`src/rtl/delay_initiator.sv`:
```
// delay_initiator: sequences a run of requests to an external delay timer.
//
// On an accepted start it raises delay, waits for the timer's done level,
// emits a step pulse, then holds delay low until done falls. Each request
// therefore sees at least one low cycle so the timer re-arms. This repeats
// until repeat_count delays have completed, and then finished pulses.
//
// Optional feature: define DELAY_TIMEOUT_EN to add a watchdog. It aborts a
// WAIT that lasts TIMEOUT_CYCLES clocks, pulses timeout_err and returns to
// IDLE. Without the macro no watchdog logic exists and timeout_err is 0.
//
// Ports:
//   CLK_100MHz   in   single clock, rising edge
//   Reset_n      in   asynchronous active-low reset
//   start        in   sequence request, sampled only in IDLE
//   repeat_count in   number of delays, latched when start is accepted
//   delay        out  registered request to the delay timer (high in WAIT)
//   done         in   completion level from the delay timer
//   busy         out  high in every state except IDLE
//   step         out  one-clock pulse per completed delay
//   finished     out  one-clock pulse on normal sequence end
//   timeout_err  out  one-clock pulse on watchdog abort
module delay_initiator #(
  parameter int unsigned CNT_W          = 8,
  parameter int unsigned TIMEOUT_CYCLES = 1024
) (
  input  logic             CLK_100MHz,
  input  logic             Reset_n,
  input  logic             start,
  input  logic [CNT_W-1:0] repeat_count,
  output logic             delay,
  input  logic             done,
  output logic             busy,
  output logic             step,
  output logic             finished,
  output logic             timeout_err
);

  typedef enum logic [1:0] {StIdle, StWait, StGap} state_e;

  state_e           state_q, state_d;
  logic [CNT_W-1:0] remaining_q, remaining_d;
  logic             delay_q, delay_d;
  logic             step_q, step_d;
  logic             finished_q, finished_d;

`ifdef DELAY_TIMEOUT_EN
  localparam int unsigned WdW = $clog2(TIMEOUT_CYCLES + 1);
  // Value held on the last WAIT cycle before the watchdog fires.
  localparam logic [WdW-1:0] WdLast = WdW'(TIMEOUT_CYCLES - 1);

  logic [WdW-1:0] wdog_q, wdog_d;
  logic           tmo_q, tmo_d;
`endif

  always_comb begin
    state_d     = state_q;
    remaining_d = remaining_q;
    step_d      = 1'b0;
    finished_d  = 1'b0;
`ifdef DELAY_TIMEOUT_EN
    wdog_d      = wdog_q;
    tmo_d       = 1'b0;
`endif

    unique case (state_q)
      StIdle: begin
        if (start) begin
          if (repeat_count != '0) begin
            remaining_d = repeat_count;
            state_d     = StWait;
`ifdef DELAY_TIMEOUT_EN
            wdog_d      = '0;
`endif
          end else begin
            finished_d = 1'b1;
          end
        end
      end

      StWait: begin
        // done has priority over a watchdog expiry on the same edge.
        if (done) begin
          state_d = StGap;
          step_d  = 1'b1;
          if (remaining_q != '0) begin
            remaining_d = remaining_q - CNT_W'(1);
          end
`ifdef DELAY_TIMEOUT_EN
        end else if (wdog_q == WdLast) begin
          state_d     = StIdle;
          remaining_d = '0;
          tmo_d       = 1'b1;
        end else begin
          wdog_d = wdog_q + WdW'(1);
`endif
        end
      end

      StGap: begin
        // Stay here until the timer drops done, so delay sees a low cycle.
        if (!done) begin
          if (remaining_q != '0) begin
            state_d = StWait;
`ifdef DELAY_TIMEOUT_EN
            wdog_d  = '0;
`endif
          end else begin
            state_d    = StIdle;
            finished_d = 1'b1;
          end
        end
      end

      default: begin
        state_d     = StIdle;
        remaining_d = '0;
      end
    endcase

    // delay is registered, so it tracks the next state exactly.
    delay_d = (state_d == StWait);
  end

  always_ff @(posedge CLK_100MHz or negedge Reset_n) begin
    if (!Reset_n) begin
      state_q     <= StIdle;
      remaining_q <= '0;
      delay_q     <= 1'b0;
      step_q      <= 1'b0;
      finished_q  <= 1'b0;
    end else begin
      state_q     <= state_d;
      remaining_q <= remaining_d;
      delay_q     <= delay_d;
      step_q      <= step_d;
      finished_q  <= finished_d;
    end
  end

`ifdef DELAY_TIMEOUT_EN
  always_ff @(posedge CLK_100MHz or negedge Reset_n) begin
    if (!Reset_n) begin
      wdog_q <= '0;
      tmo_q  <= 1'b0;
    end else begin
      wdog_q <= wdog_d;
      tmo_q  <= tmo_d;
    end
  end

  assign timeout_err = tmo_q;
`else
  assign timeout_err = 1'b0;
`endif

  assign delay    = delay_q;
  assign busy     = (state_q != StIdle);
  assign step     = step_q;
  assign finished = finished_q;

endmodule

```
`config.mk`:
```
export PLATFORM = sky130hd
export DESIGN_NAME = delay_initiator
export DESIGN_NICKNAME = d
export VERILOG_FILES = /design/src/rtl/delay_initiator.sv
export SDC_FILE = /design/constraint.sdc
export NUM_CORES = 1
export LEC_CHECK = 0
export CORE_MARGIN = 4
export CORE_UTILIZATION = 52
export CTS_CLUSTER_SIZE = 20
export DETAILED_ROUTE_END_ITERATION = 8
export GPL_ROUTABILITY_DRIVEN = 0
export PLACE_DENSITY = 0.79
export SLEW_MARGIN = 30
export SYNTH_ARGS = -nofsm -noshare
export SYNTH_HDL_FRONTEND = slang
export SYNTH_SLANG_ARGS = --single-unit
```
`constraint.sdc`:
```
create_clock -name CLK_100MHz -period 3.9 [get_ports CLK_100MHz]
set_input_delay 0.585 -clock CLK_100MHz [delete_from_list [all_inputs] [get_ports CLK_100MHz]]
set_output_delay 0.585 -clock CLK_100MHz [all_outputs]
set_load 0.005 [all_outputs]
```
# == Word level (Yosys, flattened, before mapping) ==
# Cells that the tools add are included.
# op_classes
n_addsub,1
n_mul,0
n_div,0
magnitude_cmp,0
n_eq_ne,7
shifts,0
n_mux,18
bitwise,1
reduce_logical,5
# op_table
op,count
$mux W8,4
$pmux W8 S3,1
$reduce_bool A8 Y1,2
$mux W2,4
$ne A2 B2 Y1 const B,4
$sub A8 B1 Y8 const B,1
$mux W1,7
$pmux W2 S3,1
$reduce_and A5 Y1,1
$eq A2 B1 Y1 const B,2
$eq A2 B2 Y1 const B,1
$logic_not A2 Y1,1
$pmux W1 S2,1
$reduce_bool A2 Y1,1
$not A1 Y1,1
# word_totals
regBits,13
latchBits,0
mem_bits_rw,0
rom_bits,0
input_bits,12
output_inout_bits,5
wordCells,37
memories,0

# == Longest topological paths before layout ==
# depth
ltp_word,5
ltp_mapped,7
depth_no_buf,6

# == Worst setup path before layout ==
# OpenSTA, ideal clock, no wires.
# synth_path
path_type,input port to flip-flop
startpoint,input port repeat_count[5]
endpoint,register remaining_q[2]
setup_time_ns,0.095
arrival_ns,1.619
slack_ns,2.186
stages,6
path_buffers,1
path_cell_list,nor4_1 a21boi_0 o21ai_2 buf_4 nand2_1 o31ai_1
# synth_via
elab_chain_len,3
# synth_lines
element,line_no,rtl
from (decl),30,"input logic [CNT_W-1:0] repeat_count,"
$reduce_bool A8 Y1,69,if (repeat_count != '0) begin
$ne A2 B2 Y1 (no source line),--,
$reduce_and A5 Y1 (no source line),--,
to (signal assigned),134,remaining_q <= remaining_d;
to (decl),42,"logic [CNT_W-1:0] remaining_q, remaining_d;"
# Every way passes these cells.
# A chain may end at the register's enable or synchronous reset.

# == Worst setup path in the final report ==
# layout_path
startpoint,register state_q[0]
endpoint,output port busy
# layout_via
elab_chain_len,1
# layout_lines
element,line_no,rtl
from (decl),41,"state_e state_q, state_d;"
from (signal assigned),127,state_q <= StIdle;
from (signal assigned),133,state_q <= state_d;
$reduce_bool A2 Y1,158,assign busy = (state_q != StIdle);
to (decl),33,"output logic busy,"
# Every way passes these cells.

==> impl_metrics.env <==
export IMPL_status="finished, final reports clean"
export IMPL_syn_inst=86
export IMPL_p_comb_share_pct=49.1
export IMPL_cts_max_level=1
export IMPL_grt_pass1_vias=673
export IMPL_routed_wl_mm=1.74
export IMPL_port_buffers=15
export IMPL_worst_slew_pin_slew_ns=0.574
export IMPL_yosysWarnings=0
export IMPL_area_growth_pct=21.2
export IMPL_path_clk_slew_ns=0.08
export IMPL_worstPathRequired_ns=3.31
export IMPL_power_leakage_nw=0.390
export IMPL_peakVddDrop_uv=418
export IMPL_grt_setup_unrepaired="false"
export IMPL_track_usage_pct=19.0
export IMPL_drc=0
export IMPL_drt_iter0_drc=24
export IMPL_die_width_um=46.8
export IMPL_cts_root_buffer="clkbuf_4"
export IMPL_finalHoldViolCount=0
export IMPL_path_max_fanout=18
export IMPL_seqPwrFrac_pct=39.5
export IMPL_clockBufferDepth=2
export IMPL_ys_types=34
export IMPL_synth_ff_type="dfrtp_1"
export IMPL_start_kind="flip-flop"
export IMPL_switchingPower_w=0.000319
export IMPL_p_clk_share_pct=11.4
export IMPL_cap_violations=0
export IMPL_ys_seq_area_share_pct=41.5
export IMPL_finClkSkew_ns=0.00365
export IMPL_multi_input_area_um2=419
export IMPL_endpoint_kind="primary output"
export IMPL_syn_avg_cell_area_um2=9.12
export IMPL_async_reset_ff_share_pct=100
export IMPL_place_area_um2=925
export IMPL_syn_nets=99
export IMPL_nFillCells=112
export IMPL_pin_count=17
export IMPL_vias=691
export IMPL_hold_buffers=0
export IMPL_cts_tree="done"
export IMPL_ff_latch_area_um2=325
export IMPL_routed_via_density=6.01
export IMPL_route_met2_wl_um=768
export IMPL_grt_pass1_wl_mm=2.97
export IMPL_drv_slew=0
export IMPL_core_um2=1370
export IMPL_wl_met3_um=138
export IMPL_synth_edf_count=0
export IMPL_antenna_found_initial=0
export IMPL_numCtsBuffers=3
export IMPL_routed_top_layer="met4"
export IMPL_postCtsSetupBuffers=0
export IMPL_wl_per_cell_um=15.2
export IMPL_initial_core_util_pct=57.4
export IMPL_maxSlewHeadroom_pct=61.7
export IMPL_drtPass1Iterations=4
export IMPL_worstSetupPathType="reg2out"
export IMPL_grt_overflow=0
export IMPL_grt_max_degree=19
export IMPL_synth_area_um2=785
export IMPL_p_per_area_nw_per_um2=757
export IMPL_met1_length_um=780
export IMPL_design_area_um2=951
export IMPL_fin_crit_ns=2.34
export IMPL_row_count=13
export IMPL_hold_class="reg2reg"
export IMPL_synth_seq_cells=13
export IMPL_post_route_period_util_pct=59.9
export IMPL_cts_sinks=13
export IMPL_finalSetupTns_ns=0
export IMPL_ant_nets=0
export IMPL_fin_nets=114
export IMPL_arrival_ns=1.75
export IMPL_dp_hpwl_mm=1.25
export IMPL_switching_share_pct=44.2
export IMPL_dieArea_um2=2190
export IMPL_cts_resized=0
export IMPL_intPower_w=0.000402
export IMPL_diodes=0
export IMPL_setup_viol=0
export IMPL_insertion_delay_ns=0.27
export IMPL_drive_gt1_share_pct=8.00
export IMPL_die_height_um=46.8
export IMPL_fmax_mhz=428
worst max-delay path: stages (launching register included):
cell	delay (ns)
dfrtp_1	0.68
nor2_1	0.21
inv_1	0.09
clkdlybuf4s50_1	0.49
power groups by stage:
stage / sequential, W / combinational, W / clock, W
floorplan: 0.000241 / 0.000301 / 0
global placement: 0.000284 / 0.000341 / 0
detailed placement: 0.000287 / 0.000350 / 0
CTS: 0.000284 / 0.000352 / 0.0000848
global route: 0.000295 / 0.000400 / 0.0000912
finish: 0.000285 / 0.000353 / 0.0000821
synth_stat cells (all sizes together) (2+ instances only):
cell,instances,share of area (%)
xor2,3,3.3
o31ai,3,2.9
a21oi,4,2.6
nand2b,2,1.6
o22ai,2,1.6
nor3,2,1.3
inv,3,1.4
o21ai,8,5.6
buf,4,3.2
a21boi,2,1.9
dfrtp,13,41
nor2,6,2.9
nor2b,4,3.2
nand2,8,4.1
xnor2,2,2.2
a22oi,3,2.9
nor4,3,4.3
nand3,2,1.3
cell usage in the layout, fill, tap and decap left out, drive strengths merged, types with 3 or more instances in the layout:
cell,Yosys,layout
a21oi,4,4
a22oi,3,3
clkbuf,1,4
clkdlybuf4s50,0,15
dfrtp,13,13
inv,3,3
nand2,8,8
nor2,6,6
nor2b,4,4
nor4,3,3
o21ai,8,8
o31ai,3,3
xor2,3,3
through the flow:
| step | instances | utilization, % | hold WS, ns | setup slack [ns] | total power (W) |
|---|---|---|---|---|---|
| 6_report | 115 | 69.6 | 0.554 | 1.56 | 0.000720 |
| 4_1_cts | 115 | 69.6 | 0.554 | 1.56 | 0.000721 |
| 3_5_place_dp | 111 | 67.7 | 0.530 | 1.41 | 0.000637 |
| 5_1_grt | 115 | 69.6 | 0.588 | 1.47 | 0.000786 |
| 3_3_place_gp | 111 | 67.7 | 0.524 | 1.49 | 0.000626 |
| 2_1_floorplan | 86 | - | 0.289 | 2.19 | 0.000542 |
worst paths after layout:
check | slack [ns] | depth (start not counted) | from | to
worst max-delay path | 1.56 | 3 | state_q[0] | busy
worst min-delay path | 0.55 | 1 | remaining_q[6] | remaining_q[6]
worst max register to register | 1.89 | 5 | state_q[0] | remaining_q[5]
worst min register to register | 0.55 | 1 | remaining_q[6] | remaining_q[6]
max in group asynchronous | 2.86 | 1 | Reset_n | remaining_q[6]
min in group asynchronous | 0.67 | 1 | Reset_n | remaining_q[2]
flip-flops by register name, indices dropped and copies added (netlist names):
signal	flops
state_q	2
delay	1
remaining_q	8
finished	1
step	1
cell type report:
type / count / area share [%]
inverters: 3 / 1.18
clock buffers: 4 / 2.76
flip-flops and latches: 13 / 34.2
multi-input cells: 65 / 44.1
repair buffers: 15 / 15.8
well taps: 15 / 1.97
logic make-up after synthesis:
logic type	count (synthesis)	share of synthesized area, %
compound gates	27	23.3
fa+ha+maj	1	1.59
flops	13	41.5
simple gates	31	22.5
xor+xnor	5	5.58
other cells	1	0.478
buf+inv	8	5.10
per-layer routing:
layer  GRT usage [%]  up-vias
met5               0        -
met4            7.73        0
met3            4.21        8
met2            32.0       41
met1            23.3      307
li1                -      335
No activity file was read; power rests on OpenSTA's default activity.
==> RTL change 1 (same settings) <==
The parameter `CNT_W` goes from 8 to 10.
--- a/src/rtl/delay_initiator.sv
+++ b/src/rtl/delay_initiator.sv
@@ -23,3 +23,3 @@
 module delay_initiator #(
-  parameter int unsigned CNT_W          = 8,
+  parameter int unsigned CNT_W          = 10,
   parameter int unsigned TIMEOUT_CYCLES = 1024
Interface: changed (resized repeat_count); port bits go from 17 to 19. The function was not compared with the original's and may differ.
==> RTL change 1 against the unedited design <==
  * Synthesized area grew 34%
  * Clock skew shrank 0.0018 ns
  * Sequential cell count grew 2
  * Setup slack lost 0.24 ns
  * Maximum frequency shrank 9.4%
  * Total power grew 29%
  * Wire length grew 58%
  * Design area grew 30%
  * Largest cell class unchanged
==> RTL change 1: results (changes against the unedited design) <==
status=complete, no violations; diode count=0 (unchanged); routed vias/inst=6.603 (+9.9%); worst r2r dst=remaining_q[9]; Clk Latency, worst-skew pair=0.29 ns (+0.02 ns); biggest regs=remaining_q: 10 flops, state_q: 2 flops; ratio of cells with drive above 1 in the final layout=0.08730 (+0.007302); reg2reg start=state_q[0]; post-DP HPWL=2071 µm (+65%); relative slew slack=0.5547 (-0.06275); CTS clock-pin slew for the worst setup and hold paths=0.08 ns (about the same); first-pass GRT wire length=4491 µm (+51%); slowest CP cell=or4_4; top cells by area, synth=dfrtp_1 (36%), a211oi_1 (5.0%), o22ai_1 (4.8%); number of port buffers=17 (+2); Final Hold Slack=0.5382 ns (-0.01609 ns); CP Data Arrival Time=2.76 ns (+1.01 ns); dpl cell area=0.001205 mm² (+30%); Peak VDD IR=425.8 µV (+1.9%); max incr delay on CP=0.57 ns (-0.11 ns); worst slack, placed=1.057 ns (-0.3539 ns); total track usage=0.2225 (+0.03264); top sig layer=met4; wl on met1=1045 µm (+34%); total wire length=2749 µm (+58%); DR WL met2=1312 µm (+71%); clk_skew=0.001820 ns (-0.001825 ns); Worst Path Max Fanout=9 (-9); Post-Synth Adder-Cell Area=0.02387 (+0.007917); met3 Use GR=0.06761 (+0.02546); Non-Filler Instances=151 (+31%); mux cell area share after synthesis=0.05012 (+0.05012); NetSw=0.4328 mW (+36%); min-delay src=remaining_q[8]; pin count of the biggest net entering global routing=20 (+1); metal3 WL=288 µm (+110%); syn nets=128 (+29%); initial antenna violation count=0 (unchanged); Leakage=0.4938 nW (+27%); Syn Area/Cell=9.362 µm² (+2.6%); Synth Area in XOR/XNOR=0.008353 (-0.04747); compound-gate portion of the synthesized area=0.2721 (+0.03922); hold path endpoint=remaining_q[8]; vias in the first global route=960 (+43%); register area share after synthesis=0.3580 (-0.05668); GR Util met1=0.2770 (+0.04390); met2 usage=0.3430 (+0.02319); DRT iter0 DRCs=68 (+180%); Synth cell types=40 (+18%); hold path depth=2 (+1); # fillers=156 (+39%); nets=143 (+25%); most instantiated cells after synthesis=dfrtp_1 (15), inv_1 (11), nor2_1 (9)
[RTL change 1: worst max path at each step]
stage                     from             end  slack, ns  depth (start not counted)
3_3_place_gp   repeat_count[5]  remaining_q[2]       1.11                          5
5_1_grt        repeat_count[7]  remaining_q[9]       1.27                          5
4_1_cts        repeat_count[7]  remaining_q[9]       1.35                          5
3_5_place_dp   repeat_count[7]  remaining_q[9]       1.06                          5
2_1_floorplan  repeat_count[7]  remaining_q[2]       1.62                          4
6_report       repeat_count[7]  remaining_q[9]       1.32                          5
[RTL change 1: cell type report]
| cell class | count | area [µm²] | share of cell area |
|---|---|---|---|
| Multi-Input combinational cell | 79 | 593.1 | 0.4793 |
| Clock buffer | 4 | 26.28 | 0.02123 |
| Tap cell | 25 | 31.28 | 0.02528 |
| Inverter | 11 | 41.29 | 0.03337 |
| Timing Repair Buffer | 17 | 170.2 | 0.1375 |
| Sequential cell | 15 | 375.4 | 0.3033 |
[RTL change 1: cell families after synthesis]
group / after synthesis
buffers and inverters: 18
xor gates and xnor gates: 1
muxes: 5
other: 1
AOI/OAI and AO/OA: 36
adders and majority gates: 2
DFF: 15
and+or+nand+nor: 34
[RTL change 1: critical path, delay by kind of cell]
family / cells / cell delay [ns]
muxes: 1 / 0.33
buffers and inverters: 1 / 0.43
AOI/OAI and AO/OA: 2 / 0.84
and+or+nand+nor: 1 / 0.57
[RTL change 1: power by group through the flow]
stage / logic [mW] / clock network, mW / registers, mW
finish: 0.523 / 0.0871 / 0.319
global route: 0.574 / 0.0978 / 0.333
CTS: 0.513 / 0.0905 / 0.311
detailed placement: 0.513 / 0 / 0.314
global placement: 0.498 / 0 / 0.311
floorplan: 0.426 / 0 / 0.269
==> RTL change 2 (same flow settings) <==
Made on the original files. The 3 states of `state_e` get a one-hot encoding in 3 bits.
--- a/src/rtl/delay_initiator.sv
+++ b/src/rtl/delay_initiator.sv
@@ -38,3 +38,3 @@
 
-  typedef enum logic [1:0] {StIdle, StWait, StGap} state_e;
+  typedef enum logic [2:0] {StIdle = 3'b001, StWait = 3'b010, StGap = 3'b100} state_e;
 
Behaviour: same outputs for any inputs over 10 cycles, from zero or initial values and one cycle with Reset_n low; not proved beyond that.
==> RTL change 2 against the unedited design <==
  * Synthesized area up 19%
  * Maximum frequency is 11% lower
  * Clock power grew 38%
  * Die area grew 16%
  * Design area up 19%
  * Total power increased by 10%
  * First-iteration DRC count grew 13%
  * Wire length is 35% higher
  * Sequential cell count up 1
  * Setup slack got worse by 0.29 ns
  * Synthesized cell count is 20% higher
==> RTL change 2: results (changes against the unedited design) <==
R2R cell count=4 (-1); DRT iter0 DRCs=27 (+13%); clock network fraction of total power=0.142 (+0.028); biggest regs=remaining_q: 8 flops, state_q: 3 flops; internal cell power=0.4410 mW (+9.8%); post-DP HPWL=1734 µm (+38%); most instantiated cells after synthesis=dfrtp_1 (13), nor2_1 (10), nand3_1 (8), o211ai_1 (8); pin count of the biggest net entering global routing=15 (-4); via count=878 (+27%); HP Class=flip-flop to flip-flop; crit path launch=state_q[0]; min-delay src=remaining_q[7]; max incr delay on CP=0.58 ns (-0.10 ns); total wire length=2348 µm (+35%); initial antenna violation count=0 (unchanged); register area share after synthesis=0.3762 (-0.03850); top cells by area, synth=dfrtp_1 (35%), o211ai_1 (6.4%), a32oi_1 (5.6%); CTS clock-pin slew for the worst setup and hold paths=0.10 ns (+0.02 ns); syn nets=117 (+18%); CTS Buffer Depth=2 (unchanged); worst-margin pin slew=0.6781 ns (+0.1043 ns); diode count=0 (unchanged); hold path depth=2 (+1); Peak VDD IR=427.0 µV (+2.1%); nets=133 (+17%); Leakage=0.4434 nW (+14%); CP Data Arrival Time=2.05 ns (+0.30 ns); worst r2r dst=remaining_q[2]; Clk Latency, worst-skew pair=0.29 ns (+0.02 ns); # fillers=142 (+27%); Resized Gates After CTS=0 (unchanged); Ys Warns=0 (unchanged); ratio of cells with drive above 1 in the final layout=0.1102 (+0.03017); hold path endpoint=remaining_q[7]; post-CTS setup buffer count=0 (unchanged); slowest CP cell=dfstp_2; first-pass GRT wire length=4071 µm (+37%); total track usage=0.2131 (+0.02328); ys async rst share=1.000 (unchanged); CTS root buf=clkbuf_4; sequential power=0.272 mW (-5%); Final Hold Slack=0.5550 ns (+0.0006660 ns); FF-to-FF setup slack=1.99 ns (+0.10 ns); Worst Path Max Fanout=9 (-9); status=complete, no violations; clk_skew=0.008335 ns (+0.004689 ns); Power Dens Cells=699.3 mW/mm² (-7.7%); reg2reg start=remaining_q[2]; Synth cell types=39 (+15%)
[RTL change 2: cell count changes after synthesis, sizes merged, moves of 4 or more]
cell	before	now
o21ai	8	4
o211ai	0	9
nand3	2	8
nor2	6	10
a32oi	0	6
[RTL change 2: cell families after synthesis]
kind of cell               count (synthesis)  synth area share
DFF                                       14            0.3762
xor gates and xnor gates                   1          0.009373
and+or+nand+nor                           39            0.2262
muxes                                      1           0.01071
other                                      1          0.004012
AOI/OAI and AO/OA                         34            0.2959
buffers and inverters                     11           0.05087
adders and majority gates                  2           0.02677
[RTL change 2: metal layers]
| layer | GRT usage | wire length, µm | vias up |
|---|---|---|---|
| met5 | 0 | 0 | - |
| met4 | 0.08969 | 48 | 0 |
| met3 | 0.04748 | 166 | 7 |
| met2 | 0.3304 | 1084 | 39 |
| met1 | 0.2844 | 1048 | 410 |
| li1 | - | - | 422 |
[RTL change 2: stage by stage]
stage            util  cell area, µm²  std cells  setup WS [ns]
3_3_place_gp   0.6432            1099        139          1.517
5_1_grt        0.6645            1135        143          1.125
2_1_floorplan       -           934.6        103          2.005
4_1_cts        0.6645            1135        143          1.279
3_5_place_dp   0.6432            1099        139          1.468
6_report       0.6645            1135        143          1.270
[RTL change 2: area by class of cell]
class / count / area share
Clock buffer: 4 / 0.03197
Inverter: 6 / 0.01985
Multi-Input combinational cell: 78 / 0.4719
Sequential cell: 14 / 0.3098
Tap cell: 25 / 0.02756
Timing Repair Buffer: 16 / 0.1389
[RTL change 2: critical path, delay by kind of cell, from the launching register on]
kind	cells	cell delay, ns
buf+inv	2	0.56
flops	1	0.58
simple gates	2	0.61
